## src/rtl/chunked_adder_pkg.sv

```systemverilog
// Shared types and defaults for the chunked (multi-cycle ripple) adder.
package chunked_adder_pkg;

  // Default operand width and bits added per cycle.
  localparam int DEF_WIDTH = 16;
  localparam int DEF_CHUNK = 4;

  // Operation sequencer states.
  typedef enum logic [1:0] {
    IDLE = 2'd0,
    ADD  = 2'd1,
    DONE = 2'd2
  } state_t;

endpackage

```

## src/rtl/chunked_adder_chunk_add.sv

```systemverilog
// Combinational W-bit adder slice with carry in and carry out.
module chunk_add #(
  parameter int W = 4
) (
  input  logic [W-1:0] a,
  input  logic [W-1:0] b,
  input  logic         cin,
  output logic         cout,
  output logic [W-1:0] sum
);

  // One extra bit keeps the slice carry-out; nothing is truncated.
  logic [W:0] full;

  // Widen every operand to W+1 bits before adding.
  always_comb begin
    full = {1'b0, a} + {1'b0, b} + {{W{1'b0}}, cin};
  end

  assign sum  = full[W-1:0];
  assign cout = full[W];

endmodule

```

## src/rtl/chunked_adder.sv

```systemverilog
// Multi-cycle adder: adds CHUNK bits per cycle, LSB slice first, rippling
// the carry through a register. Results are valid when done pulses and hold
// until the next accepted start.
//
// Handshake: start is a request sampled only while idle (busy=0); the edge
// that sees start=1 in IDLE captures a, b and cin. busy stays high from the
// cycle after that edge through the done cycle. done is a one-cycle pulse;
// sum/cout/ovf are valid on it and stay stable until the next accepting edge.
module chunked_adder
  import chunked_adder_pkg::*;
#(
  parameter int WIDTH = DEF_WIDTH,
  parameter int CHUNK = DEF_CHUNK
) (
  input  logic             clk,
  input  logic             rst,
  input  logic             start,
  input  logic [WIDTH-1:0] a,
  input  logic [WIDTH-1:0] b,
  input  logic             cin,
  output logic             busy,
  output logic             done,
  output logic [WIDTH-1:0] sum,
  output logic             cout,
  output logic             ovf,
  output state_t           state_dbg
);

  // WIDTH must be a multiple of CHUNK, CHUNK >= 1.
  localparam int NSLICE = WIDTH / CHUNK;
  localparam int IDXW   = (NSLICE > 1) ? $clog2(NSLICE) : 1;

  state_t            state_q, state_d;
  logic [WIDTH-1:0]  a_q, b_q, sum_q;
  logic              carry_q, cout_q, ovf_q;
  logic [IDXW-1:0]   idx_q;

  logic [CHUNK-1:0]  slice_a, slice_b, slice_sum;
  logic              slice_cout;
  logic              last;

  assign last = (idx_q == IDXW'(NSLICE - 1));

  // Select the current slice of the latched operands.
  always_comb begin
    slice_a = '0;
    slice_b = '0;
    for (int i = 0; i < NSLICE; i++) begin
      if (idx_q == IDXW'(i)) begin
        slice_a = a_q[i*CHUNK +: CHUNK];
        slice_b = b_q[i*CHUNK +: CHUNK];
      end
    end
  end

  chunk_add #(
    .W(CHUNK)
  ) u_chunk_add (
    .a   (slice_a),
    .b   (slice_b),
    .cin (carry_q),
    .cout(slice_cout),
    .sum (slice_sum)
  );

  // State register.
  always_ff @(posedge clk or posedge rst) begin
    if (rst) state_q <= IDLE;
    else     state_q <= state_d;
  end

  // Next-state logic: DONE always lasts one cycle.
  always_comb begin
    state_d = state_q;
    case (state_q)
      IDLE:    if (start) state_d = ADD;
      ADD:     if (last)  state_d = DONE;
      DONE:    state_d = IDLE;
      default: state_d = IDLE;
    endcase
  end

  // Status outputs decoded from state.
  always_comb begin
    busy = 1'b0;
    done = 1'b0;
    case (state_q)
      ADD:     busy = 1'b1;
      DONE:    begin busy = 1'b1; done = 1'b1; end
      default: ;
    endcase
  end

  // Datapath: capture operands on accept, then one slice per ADD cycle.
  always_ff @(posedge clk or posedge rst) begin
    if (rst) begin
      a_q     <= '0;
      b_q     <= '0;
      sum_q   <= '0;
      carry_q <= 1'b0;
      cout_q  <= 1'b0;
      ovf_q   <= 1'b0;
      idx_q   <= '0;
    end else begin
      case (state_q)
        IDLE: begin
          if (start) begin
            a_q     <= a;
            b_q     <= b;
            carry_q <= cin;
            idx_q   <= '0;
          end
        end
        ADD: begin
          for (int i = 0; i < NSLICE; i++) begin
            if (idx_q == IDXW'(i)) sum_q[i*CHUNK +: CHUNK] <= slice_sum;
          end
          carry_q <= slice_cout;
          idx_q   <= idx_q + IDXW'(1);
          if (last) begin
            cout_q <= slice_cout;
            // The MSB of the sum is produced by this final slice.
            ovf_q  <= (a_q[WIDTH-1] == b_q[WIDTH-1]) &&
                      (slice_sum[CHUNK-1] != a_q[WIDTH-1]);
          end
        end
        default: ;
      endcase
    end
  end

  assign sum       = sum_q;
  assign cout      = cout_q;
  assign ovf       = ovf_q;
  assign state_dbg = state_q;

endmodule

```

## config.mk

```make
export PLATFORM = sky130hd
export DESIGN_NAME = chunked_adder
export DESIGN_NICKNAME = d
export VERILOG_FILES = /design/src/rtl/chunked_adder_pkg.sv /design/src/rtl/chunked_adder_chunk_add.sv /design/src/rtl/chunked_adder.sv
export SDC_FILE = /design/constraint.sdc
export NUM_CORES = 1
export LEC_CHECK = 0
export CAP_MARGIN = 10
export CORE_ASPECT_RATIO = 1.75
export CORE_MARGIN = 4
export CORE_UTILIZATION = 52
export CTS_CLUSTER_DIAMETER = 60
export DETAILED_ROUTE_END_ITERATION = 10
export PLACE_DENSITY_LB_ADDON = 0.08
export SLEW_MARGIN = 20
export SYNTH_ARGS = -nofsm -noshare
export SYNTH_HDL_FRONTEND = slang
export SYNTH_HIERARCHICAL = 1
export SYNTH_SLANG_ARGS = --single-unit
```

## constraint.sdc

```tcl
create_clock -name clk -period 3.9 [get_ports clk]
set_input_delay 0.39 -clock clk [delete_from_list [all_inputs] [get_ports clk]]
set_output_delay 0.39 -clock clk [all_outputs]
set_load 0.01 [all_outputs]
```

==> flow_summary.rst <==
.. list-table::
   :header-rows: 1

   * - Metric
     - Value
   * - Result of the run
     - complete, no violations
   * - Starting Density
     - 0.544
   * - Ys async rst share
     - 1.00
   * - Detail-routed net length per standard cell
     - 16.1 µm
   * - Number of flops mapped to enable cells by yosys
     - 0
   * - Number of max-cap violations
     - 0
   * - Static power due to leakage
     - 1.60 nW
   * - Type of the tightest min-delay check
     - in2async
   * - CTS max path bufs
     - 2
   * - Sum of net half-perimeters after detailed placement
     - 3950 µm
   * - Final period util
     - 0.825
   * - Flop and latch count out of synthesis
     - 55
   * - Synth top area cells
     - dfrtp_1, mux2_4, mux2_2
   * - Clock input transition at the sequential cells of the worst setup and hold paths
     - ~0.10 ns
   * - Normalized max-slew margin
     - 0.330
   * - Num CTS Buffers
     - 5
   * - Top-area cell type share of the netlist area
     - 0.504
   * - Synthesis-to-finish area growth
     - 26.4%
   * - Gate count of the mapped netlist
     - 208
   * - Overall overflow remaining after global route
     - 0
   * - Worst IR drop on VDD
     - 0.000492 V
   * - Finished layout cell area
     - roughly 3400 µm²
   * - Required time reported for the critical path endpoint
     - 4.13 ns
   * - Crit path max fanout
     - 14
   * - Post-route setup TNS
     - 0 ns
   * - Initial DRC Count
     - 25
   * - Number of endpoints failing setup at the final stage
     - 0
   * - Worst setup EP type
     - flop
   * - CTS tree
     - done
   * - Top flip-flop cell by instance count after synthesis
     - dfrtp_1
   * - Setup repair after global routing missed its margin
     - false
   * - Worst-Skew Late Latency
     - 0.31 ns
   * - Tot GR Track Use
     - 0.170
   * - Average vias per placed instance
     - 5.38
   * - Largest net degree at the start of global routing
     - 34
   * - Most common cell in the netlist
     - dfrtp_1
   * - Pin slew with the least headroom to its limit
     - about 1 ns
   * - Top cells by instance count after synthesis
     - dfrtp_1, mux2_4, mux2_2
   * - Vias after detailed routing
     - 1720
   * - Post-Place Cell Area
     - 3320 µm²
   * - Last weighted congestion value of the routability-driven placer
     - roughly 0.88
   * - Worst endpoint data arrival time
     - roughly 3.5 ns
   * - Clock skew
     - ~0.0085 ns
   * - Final-report hold violation count
     - 0
   * - Start-to-end type of the worst setup path
     - reg2reg
   * - Register area share after synthesis
     - 0.504
   * - Top cell type by total area after synthesis
     - dfrtp_1
   * - First-pass GRT wire length
     - ~8700 µm
   * - Final antenna diode count
     - 0
   * - TritonCTS Sinks
     - 55
   * - Cell Pwr Density
     - 957 nW/µm²
   * - Core box area
     - approximately 5000 µm²
   * - Pins Over Slew Limit
     - 0
   * - Startpoint type of the worst setup path
     - flop
   * - Routed wire length
     - ~5000 µm
   * - Setup Fix Bufs, Post-CTS
     - 0
   * - Post-route DRC violation count
     - 0
   * - Synth warnings
     - 6
   * - Number of hold buffers added after CTS
     - 0
   * - Final cell utilization of the core
     - 0.687
   * - Total I/O pin count
     - 58
   * - # H-tree levels
     - 2
   * - Period minus WS final
     - 3.22 ns
   * - Standard-cell row count
     - 34
   * - Worst hold-check slack
     - 0.407 ns
   * - Floorplan die height
     - slightly above 100 µm
   * - Antenna Violating Nets Remaining
     - 0
   * - CTS Root Buffer Type
     - clkbuf_8
   * - Antenna violations before repair
     - 0
   * - Synthesized area
     - 2730 µm²
   * - Distinct cell type count of the synthesized netlist
     - 28
   * - Width of the chip
     - 62.8 µm
   * - Die Area
     - 6520 µm²
   * - Count of input and output buffers
     - 57
   * - Via count of the first global-routing pass
     - 1790
   * - Peak Freq
     - around 0.31 GHz
   * - Synthesized Nets
     - 256
   * - Final net count
     - 313
   * - Mean area per synthesized cell
     - between 10 and 15 µm²
   * - Post-CTS sizing
     - 0
   * - Total iterations of the first detailed-routing run
     - 4
   * - Share of post-route cells with drive strength above 1
     - 0.218
==> metal layers <==
metal	part of all wire	global-route usage
met3	0.036	0.0401
met1	0.41	0.192
met5	0	0
met2	0.53	0.303
met4	0.023	0.0648
==> cell families after synthesis <==
logic type,share of synthesized area
AOI/OAI and AO/OA,0.0812
xor gates and xnor gates,0.00642
adders and majority gates,0.0605
buffers and inverters,0.0422
DFF,0.504
muxes,0.247
and+or+nand+nor,0.0582
==> report_power, final <==
group          leakage [nW]  total, mW  switching, mW  internal (mW)
logic                 0.878       1.81          0.810           1.00
registers             0.658       1.05          0.187          0.864
clock network        0.0654      0.434          0.177          0.257
total                  1.60       3.30           1.17           2.12
==> flip-flops by register name, summed over array words and instances (netlist names) <==
name and count:
b_q 16, sum 16, state_dbg 2, idx_q 2, a_q 16, carry_q 1, cout 1, ovf 1
==> worst max-delay path, stage by stage, from the launching register on <==
cell and delay (ns):
dfrtp_1 0.42, inv_1 0.09, ha_1 0.43, and2b_1 0.27
a221oi_1 0.28, o31ai_1 0.14, fa_1 0.44, a21o_1 0.18
a21oi_2 0.14, xnor2_1 0.25, nor3b_1 0.28, a21oi_1 0.06
o21ai_0 0.16
==> area by class of cell <==
cell class | instances | area (µm²)
clock buffers | 6 | 72.6
repair buffers | 58 | 578
multi-input cells | 130 | 1240
fillers | 401 | 1570
clock inverters | 2 | 60.1
well taps | 54 | 67.6
inverters | 15 | 56.3
flip-flops and latches | 55 | 1380
==> layout by cell type, fill, tap and decap left out, types with 2 or more instances in the layout <==
cell type,count
nand3_1,3
clkbuf_8,5
xnor2_1,2
a22o_1,4
bufinv_16,2
nand2_1,16
nor2b_1,6
nand2b_1,3
a21oi_1,13
o21ai_0,3
inv_1,14
mux2_2,17
fa_1,2
dfrtp_1,55
mux2_4,30
clkdlybuf4s50_1,57
mux2_1,2
o31ai_1,4
ha_1,10
a221oi_1,4
o21ai_1,3
==> path summary, 6_finish.rpt <==
kind | startpoint | to | slack, ns | cells past startpoint
max in group asynchronous | rst | b_q[12]$_DFFE_PP0P_ | 2.70 | 3
max | idx_q[1]$_DFFE_PP0P_ | ovf$_DFFE_PP0P_ | 0.68 | 12
min | rst | b_q[15]$_DFFE_PP0P_ | 0.41 | 2
min in group clk | sum[0]$_DFFE_PP0P_ | sum[0]$_DFFE_PP0P_ | 0.51 | 1
max reg2reg | idx_q[1]$_DFFE_PP0P_ | ovf$_DFFE_PP0P_ | 0.68 | 12
min reg2reg | sum[0]$_DFFE_PP0P_ | sum[0]$_DFFE_PP0P_ | 0.51 | 1
==> per-stage QoR <==
stage	worst slack, ns	power [mW]	std cells
after detailed placement	0.734	2.90	312
after global placement	0.913	2.85	312
after floorplan	1.29	2.35	208
final	0.681	3.30	320
after CTS	0.705	3.34	320
after global routing	0.376	3.58	320
(Power assumes the default switching activity.)
